## config.mk

```make
export PLATFORM = sky130hd
export DESIGN_NAME = esfa_op_sequencer
export DESIGN_NICKNAME = d
export VERILOG_FILES = /design/src/rtl/esfa_pkg.sv /design/src/rtl/esfa_priority_encoder.sv /design/src/rtl/esfa_op_sequencer.sv
export SDC_FILE = /design/constraint.sdc
export NUM_CORES = 1
export LEC_CHECK = 0
export ABC_AREA = 1
export CAP_MARGIN = 30
export CELL_PAD_IN_SITES_DETAIL_PLACEMENT = 2
export CELL_PAD_IN_SITES_GLOBAL_PLACEMENT = 2
export CORE_ASPECT_RATIO = 0.8
export CORE_MARGIN = 2
export CORE_UTILIZATION = 19
export CTS_BUF_LIST = sky130_fd_sc_hd__clkbuf_2 sky130_fd_sc_hd__clkbuf_4 sky130_fd_sc_hd__clkbuf_8
export DETAILED_ROUTE_END_ITERATION = 7
export PLACE_DENSITY_LB_ADDON = 0.1
export SLEW_MARGIN = 20
export SYNTH_ARGS = -nofsm -noshare
export SYNTH_HDL_FRONTEND = slang
export SYNTH_HIERARCHICAL = 1
export SYNTH_SLANG_ARGS = --single-unit
```

## constraint.sdc

```tcl
create_clock -name clk -period 2.3 [get_ports clk]
set_input_delay 0.575 -clock clk [delete_from_list [all_inputs] [get_ports clk]]
set_output_delay 0.575 -clock clk [all_outputs]
set_load 0.05 [all_outputs]
```

## src/rtl/esfa_pkg.sv

```systemverilog
// Shared definitions for the ESFA cell bank: cell selectors, host opcodes and sequencer states.
package esfa_pkg;

  localparam int unsigned HANDLE_W = 8;

  localparam logic [7:0] SEL_UPDATE    = 8'd0;
  localparam logic [7:0] SEL_LOOKUP    = 8'd1;
  localparam logic [7:0] SEL_ENCODE    = 8'd2;
  localparam logic [7:0] SEL_CONG_UP   = 8'd3;
  localparam logic [7:0] SEL_CONG_DOWN = 8'd4;
  localparam logic [7:0] SEL_FIND_FREE = 8'd5;
  localparam logic [7:0] SEL_ENRANK    = 8'd6;
  localparam logic [7:0] SEL_DEBUG     = 8'd7;
  localparam logic [7:0] SEL_NOP       = 8'hFF;

  localparam logic [2:0] OP_INSERT    = 3'd0;
  localparam logic [2:0] OP_LOOKUP    = 3'd1;
  localparam logic [2:0] OP_ENCODE    = 3'd2;
  localparam logic [2:0] OP_CONG_UP   = 3'd3;
  localparam logic [2:0] OP_CONG_DOWN = 3'd4;
  localparam logic [2:0] OP_ENRANK    = 3'd5;

  typedef enum logic [2:0] {
    StIdle,
    StIssue,
    StSettle,
    StReduce,
    StResp
  } seq_state_e;

  function automatic logic is_write_op(input logic [2:0] op);
    return (op == OP_INSERT) || (op == OP_CONG_UP) || (op == OP_CONG_DOWN);
  endfunction

  // INSERT uses two selectors: find a free cell first, then update it.
  function automatic logic [7:0] op_selector(input logic [2:0] op, input logic phase2);
    case (op)
      OP_INSERT:    return phase2 ? SEL_UPDATE : SEL_FIND_FREE;
      OP_LOOKUP:    return SEL_LOOKUP;
      OP_ENCODE:    return SEL_ENCODE;
      OP_CONG_UP:   return SEL_CONG_UP;
      OP_CONG_DOWN: return SEL_CONG_DOWN;
      OP_ENRANK:    return SEL_ENRANK;
      default:      return SEL_NOP;
    endcase
  endfunction

endpackage

```

## src/rtl/esfa_priority_encoder.sv

```systemverilog
// Combinational lowest-index-set finder over a request vector; also used by the host allocator.
module esfa_priority_encoder
  import esfa_pkg::*;
#(
  parameter int unsigned NUM_CELLS = 8
) (
  input  logic [NUM_CELLS-1:0] req,
  output logic                 found,
  output logic [HANDLE_W-1:0]  index
);

  // Scan downwards so the lowest set bit is the last one written.
  always_comb begin
    found = 1'b0;
    index = '0;
    for (int i = int'(NUM_CELLS) - 1; i >= 0; i--) begin
      if (req[i]) begin
        found = 1'b1;
        index = HANDLE_W'(i);
      end
    end
  end

endmodule

```

## src/rtl/esfa_op_sequencer.sv

```systemverilog
// Command sequencer for a bank of ESFA cells: broadcast, settle, priority-reduce, respond.
// Optional statistics counters are built when ESFA_SEQ_STATS_EN is defined.
module esfa_op_sequencer
  import esfa_pkg::*;
#(
  parameter int unsigned NUM_CELLS    = 8,
  parameter int unsigned CELL_LATENCY = 1
) (
  input  logic                   clk,
  input  logic                   reset,
  input  logic                   cmd_valid,
  output logic                   cmd_ready,
  input  logic [2:0]             cmd_op,
  input  logic [7:0]             cmd_index,
  input  logic [7:0]             cmd_value,
  input  logic [7:0]             cmd_meta,
  output logic                   rsp_valid,
  input  logic                   rsp_ready,
  output logic                   rsp_hit,
  output logic [7:0]             rsp_handle,
  output logic [7:0]             rsp_value,
  output logic [7:0]             rsp_context,
  output logic                   rsp_err,
  output logic [7:0]             cell_selector,
  output logic [7:0]             cell_index,
  output logic [7:0]             cell_value,
  output logic [7:0]             cell_meta,
  output logic                   cell_is_meta,
  input  logic [NUM_CELLS-1:0]   cell_bool,
  input  logic [NUM_CELLS*8-1:0] cell_result,
  input  logic [NUM_CELLS*8-1:0] cell_context,
  output logic [15:0]            stat_cmds,
  output logic [15:0]            stat_misses
);

  localparam logic [2:0] SettleLoad = (CELL_LATENCY > 1) ? 3'(CELL_LATENCY - 2) : 3'd0;

  seq_state_e          state_q, state_d;
  logic [2:0]          op_q, op_d;
  logic [7:0]          index_q, index_d;
  logic [7:0]          value_q, value_d;
  logic [7:0]          meta_q, meta_d;
  logic                phase2_q, phase2_d;
  logic [HANDLE_W-1:0] handle_q, handle_d;
  logic [2:0]          cnt_q, cnt_d;
  logic                rsp_hit_q, rsp_hit_d;
  logic                rsp_err_q, rsp_err_d;
  logic [7:0]          rsp_handle_q, rsp_handle_d;
  logic [7:0]          rsp_value_q, rsp_value_d;
  logic [7:0]          rsp_context_q, rsp_context_d;

  logic                enc_found;
  logic [HANDLE_W-1:0] enc_index;
  logic [7:0]          win_result, win_context;

  esfa_priority_encoder #(
    .NUM_CELLS(NUM_CELLS)
  ) u_prio (
    .req  (cell_bool),
    .found(enc_found),
    .index(enc_index)
  );

  always_comb begin
    win_result  = '0;
    win_context = '0;
    for (int i = 0; i < int'(NUM_CELLS); i++) begin
      if (enc_index == HANDLE_W'(i)) begin
        win_result  = cell_result[8*i +: 8];
        win_context = cell_context[8*i +: 8];
      end
    end
  end

  always_comb begin
    state_d       = state_q;
    op_d          = op_q;
    index_d       = index_q;
    value_d       = value_q;
    meta_d        = meta_q;
    phase2_d      = phase2_q;
    handle_d      = handle_q;
    cnt_d         = cnt_q;
    rsp_hit_d     = rsp_hit_q;
    rsp_err_d     = rsp_err_q;
    rsp_handle_d  = rsp_handle_q;
    rsp_value_d   = rsp_value_q;
    rsp_context_d = rsp_context_q;

    case (state_q)
      StIdle: begin
        if (cmd_valid) begin
          op_d     = cmd_op;
          index_d  = cmd_index;
          value_d  = cmd_value;
          meta_d   = cmd_meta;
          phase2_d = 1'b0;
          if (cmd_op > OP_ENRANK) begin
            rsp_hit_d     = 1'b0;
            rsp_err_d     = 1'b1;
            rsp_handle_d  = '0;
            rsp_value_d   = '0;
            rsp_context_d = '0;
            state_d       = StResp;
          end else begin
            state_d = StIssue;
          end
        end
      end
      StIssue: begin
        if (CELL_LATENCY > 1) begin
          cnt_d   = SettleLoad;
          state_d = StSettle;
        end else begin
          state_d = StReduce;
        end
      end
      StSettle: begin
        if (cnt_q == 3'd0) begin
          state_d = StReduce;
        end else begin
          cnt_d = cnt_q - 3'd1;
        end
      end
      StReduce: begin
        rsp_handle_d  = enc_index;
        rsp_value_d   = win_result;
        rsp_context_d = win_context;
        rsp_hit_d     = enc_found;
        rsp_err_d     = 1'b0;
        if (op_q == OP_INSERT && !phase2_q) begin
          if (enc_found) begin
            handle_d = enc_index;
            phase2_d = 1'b1;
            state_d  = StIssue;
          end else begin
            rsp_hit_d = 1'b0;
            rsp_err_d = 1'b1;
            state_d   = StResp;
          end
        end else begin
          if (is_write_op(op_q)) rsp_hit_d = 1'b1;
          state_d = StResp;
        end
      end
      StResp: begin
        if (rsp_ready) state_d = StIdle;
      end
      default: state_d = StIdle;
    endcase
  end

  always_ff @(posedge clk) begin
    if (!reset) begin
      state_q       <= StIdle;
      op_q          <= '0;
      index_q       <= '0;
      value_q       <= '0;
      meta_q        <= '0;
      phase2_q      <= 1'b0;
      handle_q      <= '0;
      cnt_q         <= '0;
      rsp_hit_q     <= 1'b0;
      rsp_err_q     <= 1'b0;
      rsp_handle_q  <= '0;
      rsp_value_q   <= '0;
      rsp_context_q <= '0;
    end else begin
      state_q       <= state_d;
      op_q          <= op_d;
      index_q       <= index_d;
      value_q       <= value_d;
      meta_q        <= meta_d;
      phase2_q      <= phase2_d;
      handle_q      <= handle_d;
      cnt_q         <= cnt_d;
      rsp_hit_q     <= rsp_hit_d;
      rsp_err_q     <= rsp_err_d;
      rsp_handle_q  <= rsp_handle_d;
      rsp_value_q   <= rsp_value_d;
      rsp_context_q <= rsp_context_d;
    end
  end

  // Selector is live only in ISSUE, so every broadcast is a single-cycle pulse.
  always_comb begin
    cell_selector = SEL_NOP;
    cell_index    = '0;
    cell_value    = '0;
    cell_meta     = '0;
    cell_is_meta  = 1'b0;
    if (state_q == StIssue) begin
      cell_selector = op_selector(op_q, phase2_q);
      cell_index    = index_q;
      cell_value    = value_q;
      cell_meta     = phase2_q ? handle_q : meta_q;
      cell_is_meta  = 1'b1;
    end
  end

  assign cmd_ready   = (state_q == StIdle);
  assign rsp_valid   = (state_q == StResp);
  assign rsp_hit     = rsp_hit_q;
  assign rsp_err     = rsp_err_q;
  assign rsp_handle  = rsp_handle_q;
  assign rsp_value   = rsp_value_q;
  assign rsp_context = rsp_context_q;

`ifdef ESFA_SEQ_STATS_EN
  logic        rsp_fire;
  logic [15:0] stat_cmds_q, stat_misses_q;

  assign rsp_fire = rsp_valid && rsp_ready;

  always_ff @(posedge clk) begin
    if (!reset) begin
      stat_cmds_q   <= '0;
      stat_misses_q <= '0;
    end else if (rsp_fire) begin
      if (stat_cmds_q != 16'hFFFF) stat_cmds_q <= stat_cmds_q + 16'd1;
      if (!rsp_hit_q && stat_misses_q != 16'hFFFF) stat_misses_q <= stat_misses_q + 16'd1;
    end
  end

  assign stat_cmds   = stat_cmds_q;
  assign stat_misses = stat_misses_q;
`else
  assign stat_cmds   = '0;
  assign stat_misses = '0;
`endif

endmodule
```

# == After elaboration in Yosys (flattened, before gate mapping) ==
# Cells that the tools add are included.
# W data, S select, Z words.
# word_totals
word_cells,120
ff_bits,68
out_inout_bits,93
ram_bits,0
inputBits,167
latchBits,0
memories,0
mem_bits_ro,0
# classes
order_cmp,1
addsub,1
multipliers,0
div,0
bitwise_logic,1
eq_ne,22
n_shift,0
mux,67
reduce_logical,15
# op_table
op,n
$mux W8,23
$pmux W8 S2,3
$pmux W8 S6,1
$mux W3,15
$eq A8 B3 Y1 const B,4
$mux W1,21
$eq A8 B2 Y1 const B,2
$pmux W3 S5,1
$eq A3 B2 Y1 const B,4
$eq A3 B3 Y1 const B,3
$logic_not A3 Y1,3
$reduce_and A3 Y1,3
$eq A8 B1 Y1 const B,1
$logic_not A8 Y1,1
$ne A2 B2 Y1 const B,4
$eq A3 B1 Y1 const B,2
$pmux W1 S2,3
$ne A2 B1 Y1 const B,2
$reduce_and A2 Y1,2
$reduce_and A4 Y1,1
$gt A3 B3 Y1 const B,1
$sub A3 B1 Y3 const B,1
$logic_or A1 B1 Y1,2
$reduce_bool A2 Y1,1
3 further kinds,3

# == Logic depth before layout (Yosys ltp) ==
# Gate-level depths: netlist of the first run.
# logic_depth
depth_word,18
depth_mapped,17
ltp_nobuf,16

# == Cells and area by module ==
# Netlist of the first run, hierarchy kept.
# by_module_without_submodules
mod,cells_per_inst,instances,area_each_um2
esfa_op_sequencer,646,1,4344.2
esfa_priority_encoder,28,1,140.1

# == Worst setup path before layout of the first run ==
# Ideal clock, no wire load.
# synth_timing
path_type,register -> output
start,reg state_q[1]
end,out cell_selector[0]
path_stages_with_launch,7
t_required_ps,1725
arrival_ps,2583
setup_slack_ps,-858
cell_sequence,dfxtp_1 -> nor2_1 -> nand2_1 -> inv_1 -> o21ai_0 -> a21oi_1 -> o21ai_0
# synth_via
elab_chain_cells,2
# synth_lines
item,line,text
start: declaration,esfa_op_sequencer.sv:38,"seq_state_e state_q, state_d;"
start signal: assignment,esfa_op_sequencer.sv:155,state_q <= StIdle;
start signal: assignment,esfa_op_sequencer.sv:169,state_q <= state_d;
$eq A3 B1 Y1,esfa_op_sequencer.sv:192,if (state_q == StIssue) begin
$mux W8,esfa_op_sequencer.sv:192,
end: declaration,esfa_op_sequencer.sv:24,"output logic [7:0] cell_selector,"
# No other way between the ends.

# == Final worst setup path of the first run ==
# layout_timing
start,in cell_bool[0]
end,reg rsp_context_q[7] (netlist: rsp_context[7])
# layout_via
elab_chain_cells,11
word_cells_on_any_way,18
classes_between,7 x eq/ne; 10 x mux; 1 x reduce/logical
# layout_lines
item,line,text
start: declaration,esfa_op_sequencer.sv:29,"input logic [NUM_CELLS-1:0] cell_bool,"
$mux W3 *,esfa_priority_encoder.sv:17,if (req[i]) begin
named net enc_index[2],esfa_op_sequencer.sv:53,logic [HANDLE_W-1:0] enc_index;
$logic_not A8 Y1,esfa_op_sequencer.sv:68,if (enc_index == HANDLE_W'(i)) begin
$mux W8 (7 in a row),esfa_op_sequencer.sv:68,
$mux W8 *,esfa_op_sequencer.sv:68,
$pmux W8 S2 *,esfa_op_sequencer.sv:90,case (state_q)
end signal: assignment,esfa_op_sequencer.sv:181,rsp_context_q <= rsp_context_d;
end: declaration,esfa_op_sequencer.sv:50,"logic [7:0] rsp_context_q, rsp_context_d;"
# Mark *: on every way through the listed nets, which the timed path passes. The rest lies on a longest branch.
# A chain may end at the register's enable or synchronous reset.

==> results of run 1 <==
-- cells in the mapped netlist --
cell type	instances	area [µm²]
buf_6	2	22.5
nand3_1	62	310
inv_4	1	6.26
buf_4	48	360
or2_1	1	6.26
nand3b_1	1	7.51
dfxtp_1	68	1360
nor3_2	2	20.0
nor2_2	3	18.8
inv_2	5	18.8
ha_1	2	25.0
nor3_4	2	32.5
inv_1	73	274
conb_1	2	7.51
a211oi_1	5	37.5
nand4_1	17	106
clkbuf_8	6	82.6
a21oi_1	60	300
o21ai_0	40	200
nand2_2	2	12.5
o31ai_1	1	7.51
o21ai_1	2	10.0
a21oi_2	10	87.6
buf_1	1	3.75
nor2_8	1	20.0
nand3_2	1	10.0
or2_2	1	6.26
clkbuf_1	10	37.5
nor2_4	3	33.8
mux2i_1	4	40.0
dlygate4sd1_1	2	17.5
nor4_4	1	21.3
nand2_1	138	518
o211ai_1	17	128
nand2_4	2	22.5
a31oi_1	1	6.26
buf_2	8	40.0
nor3_1	4	20.0
nor2_1	65	244
-- state kept, by name, indices dropped and copies added, names as in the netlist --
name / flops
cnt_q: 3
handle_q: 8
index_q: 8
meta_q: 8
op_q: 3
phase2_q: 1
rsp_context: 8
rsp_err: 1
rsp_handle: 8
rsp_hit: 1
rsp_value: 8
state_q: 3
value_q: 8
-- routing by layer --
metal	GRT usage (%)	wire, µm
met3	3.56	1030
met2	31.2	11000
met4	3.31	172
met5	0	0
met1	21.3	9140
-- placed cells by master (no fill, tap or decap), types with 10 or more instances in the layout --
cell type,n
a21oi_1,56
a21oi_2,13
buf_12,46
buf_4,49
clkbuf_8,10
clkdlybuf4s50_1,182
conb_1,37
dfxtp_1,67
inv_1,67
inv_2,10
nand2_1,131
nand3_1,60
nand4_1,17
nor2_1,59
o211ai_1,17
o21ai_0,38
-- layout make-up --
type,count,share of cell area (%)
Inverter,79,3.78
Multi-Input combinational cell,485,31.3
Sequential cell,68,17.0
Tap cell,312,4.87
Antenna cell,1,0.0312
Clock inverter,5,0.655
Timing Repair Buffer,290,40.7
Clock buffer,10,1.72
-- logic make-up after synthesis --
group | Yosys count | share of synthesized area (%)
multiplexers | 4 | 0.893
other | 2 | 0.167
AND/OR/NAND/NOR | 306 | 31.4
flip-flops | 68 | 30.4
adder cells (fa/ha/maj) | 2 | 0.558
AO/OA/AOI/OAI | 136 | 17.3
buffers and inverters | 156 | 19.3
-- power by group --
part	internal, mW	total [mW]	switching (mW)
combinational	0.921	2.26	1.34
clock	0.519	1.00	0.485
sequential	1.32	1.39	0.0715
-- metrics by stage --
stage	std cells	hold slack, ns
4_1_cts	1245	0.466
3_5_place_dp	1210	0.454
3_3_place_gp	1210	0.432
2_1_floorplan	709	0.422
6_report	1250	0.458
5_1_grt	1250	0.486
-- critical path, stage by stage --
cell           delay (ns)
dlygate4sd2_1        0.25
inv_1                0.08
nand4_1              0.19
nor2_2               0.20
buf_6                0.15
nand2_4              0.10
nor4_4               0.27
buf_12               0.19
nand2_1              0.06
nand4_1              0.19
nand2_1              0.11
a21oi_2              0.14
-- how the worst min path moves through the flow --
stage	startpoint	end	slack, ns	cells after the start
finish	value_q[5]	value_q[5]	0.46	2
global route	value_q[5]	value_q[5]	0.49	2
CTS	value_q[5]	value_q[5]	0.47	2
detailed placement	value_q[5]	value_q[5]	0.45	2
global placement	cnt_q[0]	cnt_q[0]	0.43	1
floorplan	cnt_q[0]	cnt_q[0]	0.42	1
-- what timing repair did --
| item | 4_1_cts | 5_1_grt |
|---|---|---|
| gates cloned | 1 | 1 |
| setup buffers | 20 | 3 |
| hold endpoints to repair | 0 | 0 |
| resized for setup | 32 | 17 |
| pin swaps | 14 | 19 |
| setup endpoints to repair | 17 | 44 |
==> impl_metrics.csv, run 1 <==
group,metric,value,unit
floorplan,die_h,141,µm
clock_network,clk_latency,0.36,ns
setup_path,crit_fanout,16,
clock_network,clock_sinks,68,
setup_path,end_kind,"register",
detailed_routing,wl_per_cell,17.1,µm
sta,timing.fmax,0.453,GHz
flow_run,maxCapViolCount,0,
floorplan,core-area,23300,µm²
placement,place_ws,-0.670,ns
power,power_density,580,nW/µm²
global_routing,grt_pass1_wl,33400,µm
setup_path,startpoint,"cell_bool[0]",
clock_network,clockRootBuffer,"clkbuf_8",
setup_path,timing.rr.start,"state_q[2]",
cells_and_area,areaGrowthSynthToFinish,78.8,%
sta,maxSlewViolCount,0,
cells_and_area,fillers,2691,
detailed_routing,drtPass1Iterations,4,
synthesis,avgSynthCellArea,6.65,µm²
setup_path,critPathKind,"in2reg",
clock_network,cts-hold-fix-buffers,0,
cells_and_area,post-route-util,34.5,%
floorplan,num_rows,50,
outcome,status,"finished, final reports clean",
clock_network,clockBufferDepth,2,
detailed_routing,avgViaCountPerCell,4.33,
sta,rsz0062_at_grt,"true",
detailed_routing,drc_errors,0,
power,p_leak,3.29,nW
detailed_routing,drtIter0Drc,166,
power,ir_worst_vdd,0.000231,V
setup_path,crit_required,2.60,ns
synthesis,synth_cell_types,39,
synthesis,ys_ff_latch,68,
clock_network,cts_buffers,9,
cells_and_area,fin_area,8020,µm²
sta,worstMarginPinSlew,0.721,ns
setup_path,start_kind,"input pin",
sta,period_share,95.9,%
setup_path,r2r.worst_path.cells,7,
cells_and_area,multi_input_area,2510,µm²
global_routing,antenna_found_initial,1,
placement,placedInstanceArea,7480,µm²
floorplan,fp.dieW,176,µm
cells_and_area,fin_nets,1102,
setup_path,arrival,2.50,ns
global_routing,grt_usage,17.3,%
placement,dp_hpwl,17000,µm
clock_network,clk_pin_slew,0.08,ns
sta,final_hold_viol_count,0,
global_routing,grt_max_degree,48,
setup_path,rr_endpoint,"state_q[2]",
cells_and_area,layout-drive-gt1-share,19.3,%
floorplan,initial_core_util,19.3,%
detailed_routing,antenna_left,0,
hold_path,worstHoldPathType,"reg2reg",
synthesis,syn-instance-count,674,
global_routing,grt_pass1_vias,6038,
detailed_routing,drt-total-wl,21300,µm
clock_network,tritoncts,"built",
synthesis,synth_seq_area_share,30.4,%
synthesis,synth_warnings,6,
global_routing,grt_overflow,0,
detailed_routing,vias,5412,
placement,gp_congestion,0.790,
floorplan,io-pin-count,260,
synthesis,syn_area,4480,µm²
floorplan,die_area,24900,µm²
cells_and_area,seq_area,1360,µm²
sta,slew_headroom,51.9,%
setup_path,reg2reg_slack,0.48,ns
sta,finalWorstSetupSlack,0.0937,ns
sta,layout_min_cycle_time,2.21,ns
placement,port_buffers,227,
sta,tns,0,ns
sta,skew,0.00783,ns
sta,setup_violations,0,
clock_network,h-tree-depth,3,
setup_path,setup.worst_path.end,"rsp_context[7]",
power,finalPower,4.65,mW
Note: power is estimated with default switching activity, not from simulation.
==> run 2: changes to the inputs <==
- ABC_AREA: 1 -> unset
- CORE_UTILIZATION: 19 -> 21
- CTS_CLUSTER_SIZE: unset -> 12
- PLACE_DENSITY_LB_ADDON: 0.1 -> 0.15
==> impl_metrics.csv, run 2 <==
group,metric,value,unit
sta,maxSlewViolCount,0,
detailed_routing,wl_per_cell,18.9,µm
sta,finalWorstSetupSlack,0.00227,ns
clock_network,clk_pin_slew,0.09,ns
detailed_routing,drtPass1Iterations,4,
sta,worstMarginPinSlew,0.585,ns
placement,port_buffers,227,
detailed_routing,vias,4806,
global_routing,grt_pass1_vias,5383,
sta,final_hold_viol_count,0,
placement,placed_cells,1023,
sta,slew_headroom,60.9,%
sta,layout_min_cycle_time,2.30,ns
flow_run,maxCapViolCount,0,
outcome,status,"finished, final reports clean",
cells_and_area,final_common_cell,"clkdlybuf4s50_1",
placement,place_ws,-0.609,ns
detailed_routing,avgViaCountPerCell,4.58,
sta,period_share,99.9,%
setup_path,startpoint,"state_q[0]",
floorplan,core-area,20600,µm²
synthesis,synth-main-ff-cell,"dfxtp_1",
synthesis,yosys-top-cells-area,"dfxtp_1 (31%), mux2i_1 (7.7%), mux4_2 (7.7%)",
cells_and_area,final_cell_mix,"clkdlybuf4s50_1 (183), dfxtp_1 (67), nand2_1 (63), a21oi_1 (50), buf_4 (49)",
global_routing,grt_max_degree,52,
synthesis,synth_common_cells,"dfxtp_1 (68), nand2_1 (65), a21oi_1 (51)",
global_routing,grt_usage,17.5,%
cells_and_area,fillers,2246,
synthesis,avgSynthCellArea,8.42,µm²
placement,gp_congestion,0.754,
synthesis,ys_ff_latch,68,
global_routing,grt_overflow,0,
hold_path,hold_path_depth,2,
synthesis,syn-instance-count,524,
synthesis,synth_cell_types,49,
cells_and_area,areaGrowthSynthToFinish,82.9,%
sta,rsz0062_at_grt,"true",
clock_network,cts-hold-fix-buffers,0,
detailed_routing,drc_errors,0,
power,ir_worst_vdd,0.000249,V
setup_path,crit_required,1.73,ns
detailed_routing,antenna_left,0,
floorplan,die_area,22200,µm²
setup_path,r2r.worst_path.cells,7,
synthesis,syn_area,4410,µm²
sta,setup_violations,0,
detailed_routing,drt-total-wl,19800,µm
clock_network,clockBufferDepth,2,
synthesis,async_flop_share,0,%
synthesis,synth_enable_flop_cells,0,
floorplan,io-pin-count,260,
setup_path,arrival,1.72,ns
cells_and_area,fin_area,8070,µm²
synthesis,synth.largest_area_cell,"dfxtp_1",
setup_path,end_kind,"output pin",
clock_network,tritoncts,"built",
setup_path,reg2reg_slack,0.56,ns
power,power_density,530,nW/µm²
setup_path,start_kind,"register",
setup_path,timing.rr.start,"state_q[0]",
synthesis,synth_seq_area_share,30.9,%
clock_network,clk_latency,0.36,ns
synthesis,synth_top_cell_area_share,30.9,%
cells_and_area,layout-drive-gt1-share,24.4,%
floorplan,num_rows,47,
global_routing,grt_pass1_wl,30200,µm
cells_and_area,stdcell_count,1050,
setup_path,rr_endpoint,"rsp_value[5]",
floorplan,die_h,134,µm
placement,dp_hpwl,15100,µm
sta,timing.fmax,0.435,GHz
placement,placedInstanceArea,7440,µm²
power,p_leak,3.12,nW
setup_path,crit_fanout,3,
setup_path,critPathKind,"reg2out",
hold_path,hold_end,"index_q[0]",
clock_network,clock_sinks,68,
global_routing,antenna_found_initial,1,
floorplan,fp.dieW,166,µm
synthesis,yosysMostFrequentCell,"dfxtp_1",
floorplan,initial_core_util,21.4,%
clock_network,clockRootBuffer,"clkbuf_8",
cells_and_area,multi_input_area,2830,µm²
sta,skew,0.0124,ns
synthesis,synth_warnings,6,
detailed_routing,drtIter0Drc,97,
cells_and_area,fin_nets,944,
cells_and_area,seq_area,1360,µm²
hold_path,hold_start,"index_q[0]",
hold_path,worstHoldPathType,"reg2reg",
clock_network,cts_buffers,9,
clock_network,h-tree-depth,3,
## run 2: cell types whose count changed after synthesis, sizes merged, moves of 18 or more
cell and change:
a21oi -19, inv -55, mux2i +30, nand2 -77
nand3 -62, nor2 -42, nor2b +18, o21ai -37
## run 2: timing repair
item,CTS,global route
pin swaps,5,9
buffers inserted,4,2
endpoints found under the setup margin,43,42
cloned,3,2
resized for setup,30,53
## run 2: per-layer routing
metal	GRT usage (%)	wire length, µm	vias to the layer above	share of wire (%)
met5	0	0	-	0
met2	32.8	10500	117	53
li1	-	-	2278	-
met1	19.9	8030	2387	41
met3	3.92	869	24	4.4
met4	4.93	408	0	2.1
## run 2: critical path: stages, from the launching register on
cell and delay [ns]:
dfxtp_2 0.34, inv_2 0.04, or3_4 0.40, or3_1 0.41, buf_12 0.17
## run 2: worst max-delay path by stage
stage	to	cells past startpoint	slack (ns)
2_1_floorplan	cell_selector[0]	7	-0.12
6_report	cell_selector[2]	4	0.002
3_3_place_gp	rsp_value[5]	10	-0.53
5_1_grt	cell_selector[2]	4	-0.07
4_1_cts	cell_meta[4]	5	-0.02
3_5_place_dp	rsp_value[1]	10	-0.61
## run 2: cell type report
cell class,count,area share (%)
multi-input combinational,383,35.0
clock inverter,7,1.02
clock buffer,9,1.54
tap,269,4.17
inverter,25,1.19
timing repair buffer,288,40.1
antenna,1,0.0310
sequential,68,16.9
## run 2: logic make-up after synthesis
kind of cell | share of synthesized area, %
muxes | 15.4
AOI/OAI and AO/OA | 21.8
buffers and inverters | 13.8
and+or+nand+nor | 17.0
other | 0.170
adders and majority gates | 0.567
xor gates and xnor gates | 0.397
DFF | 30.9
## run 2: report_power, final
| group | switching (mW) | internal, mW | total, mW |
|---|---|---|---|
| logic | 1.01 | 0.869 | 1.88 |
| registers | 0.0511 | 1.26 | 1.31 |
| clock network | 0.567 | 0.520 | 1.09 |
| total | 1.63 | 2.65 | 4.28 |
## run 2: through the flow
stage | TNS, ns | power (mW) | util [%] | hold WS, ns
after floorplan | -0.220 | 2.33 | - | 0.432
after global placement | -8.15 | 3.01 | 36.1 | 0.438
after detailed placement | -10.61 | 3.06 | 36.1 | 0.449
after CTS | -0.108 | 4.24 | 38.0 | 0.463
after global routing | -0.578 | 4.52 | 39.1 | 0.493
final | 0 | 4.28 | 39.1 | 0.462
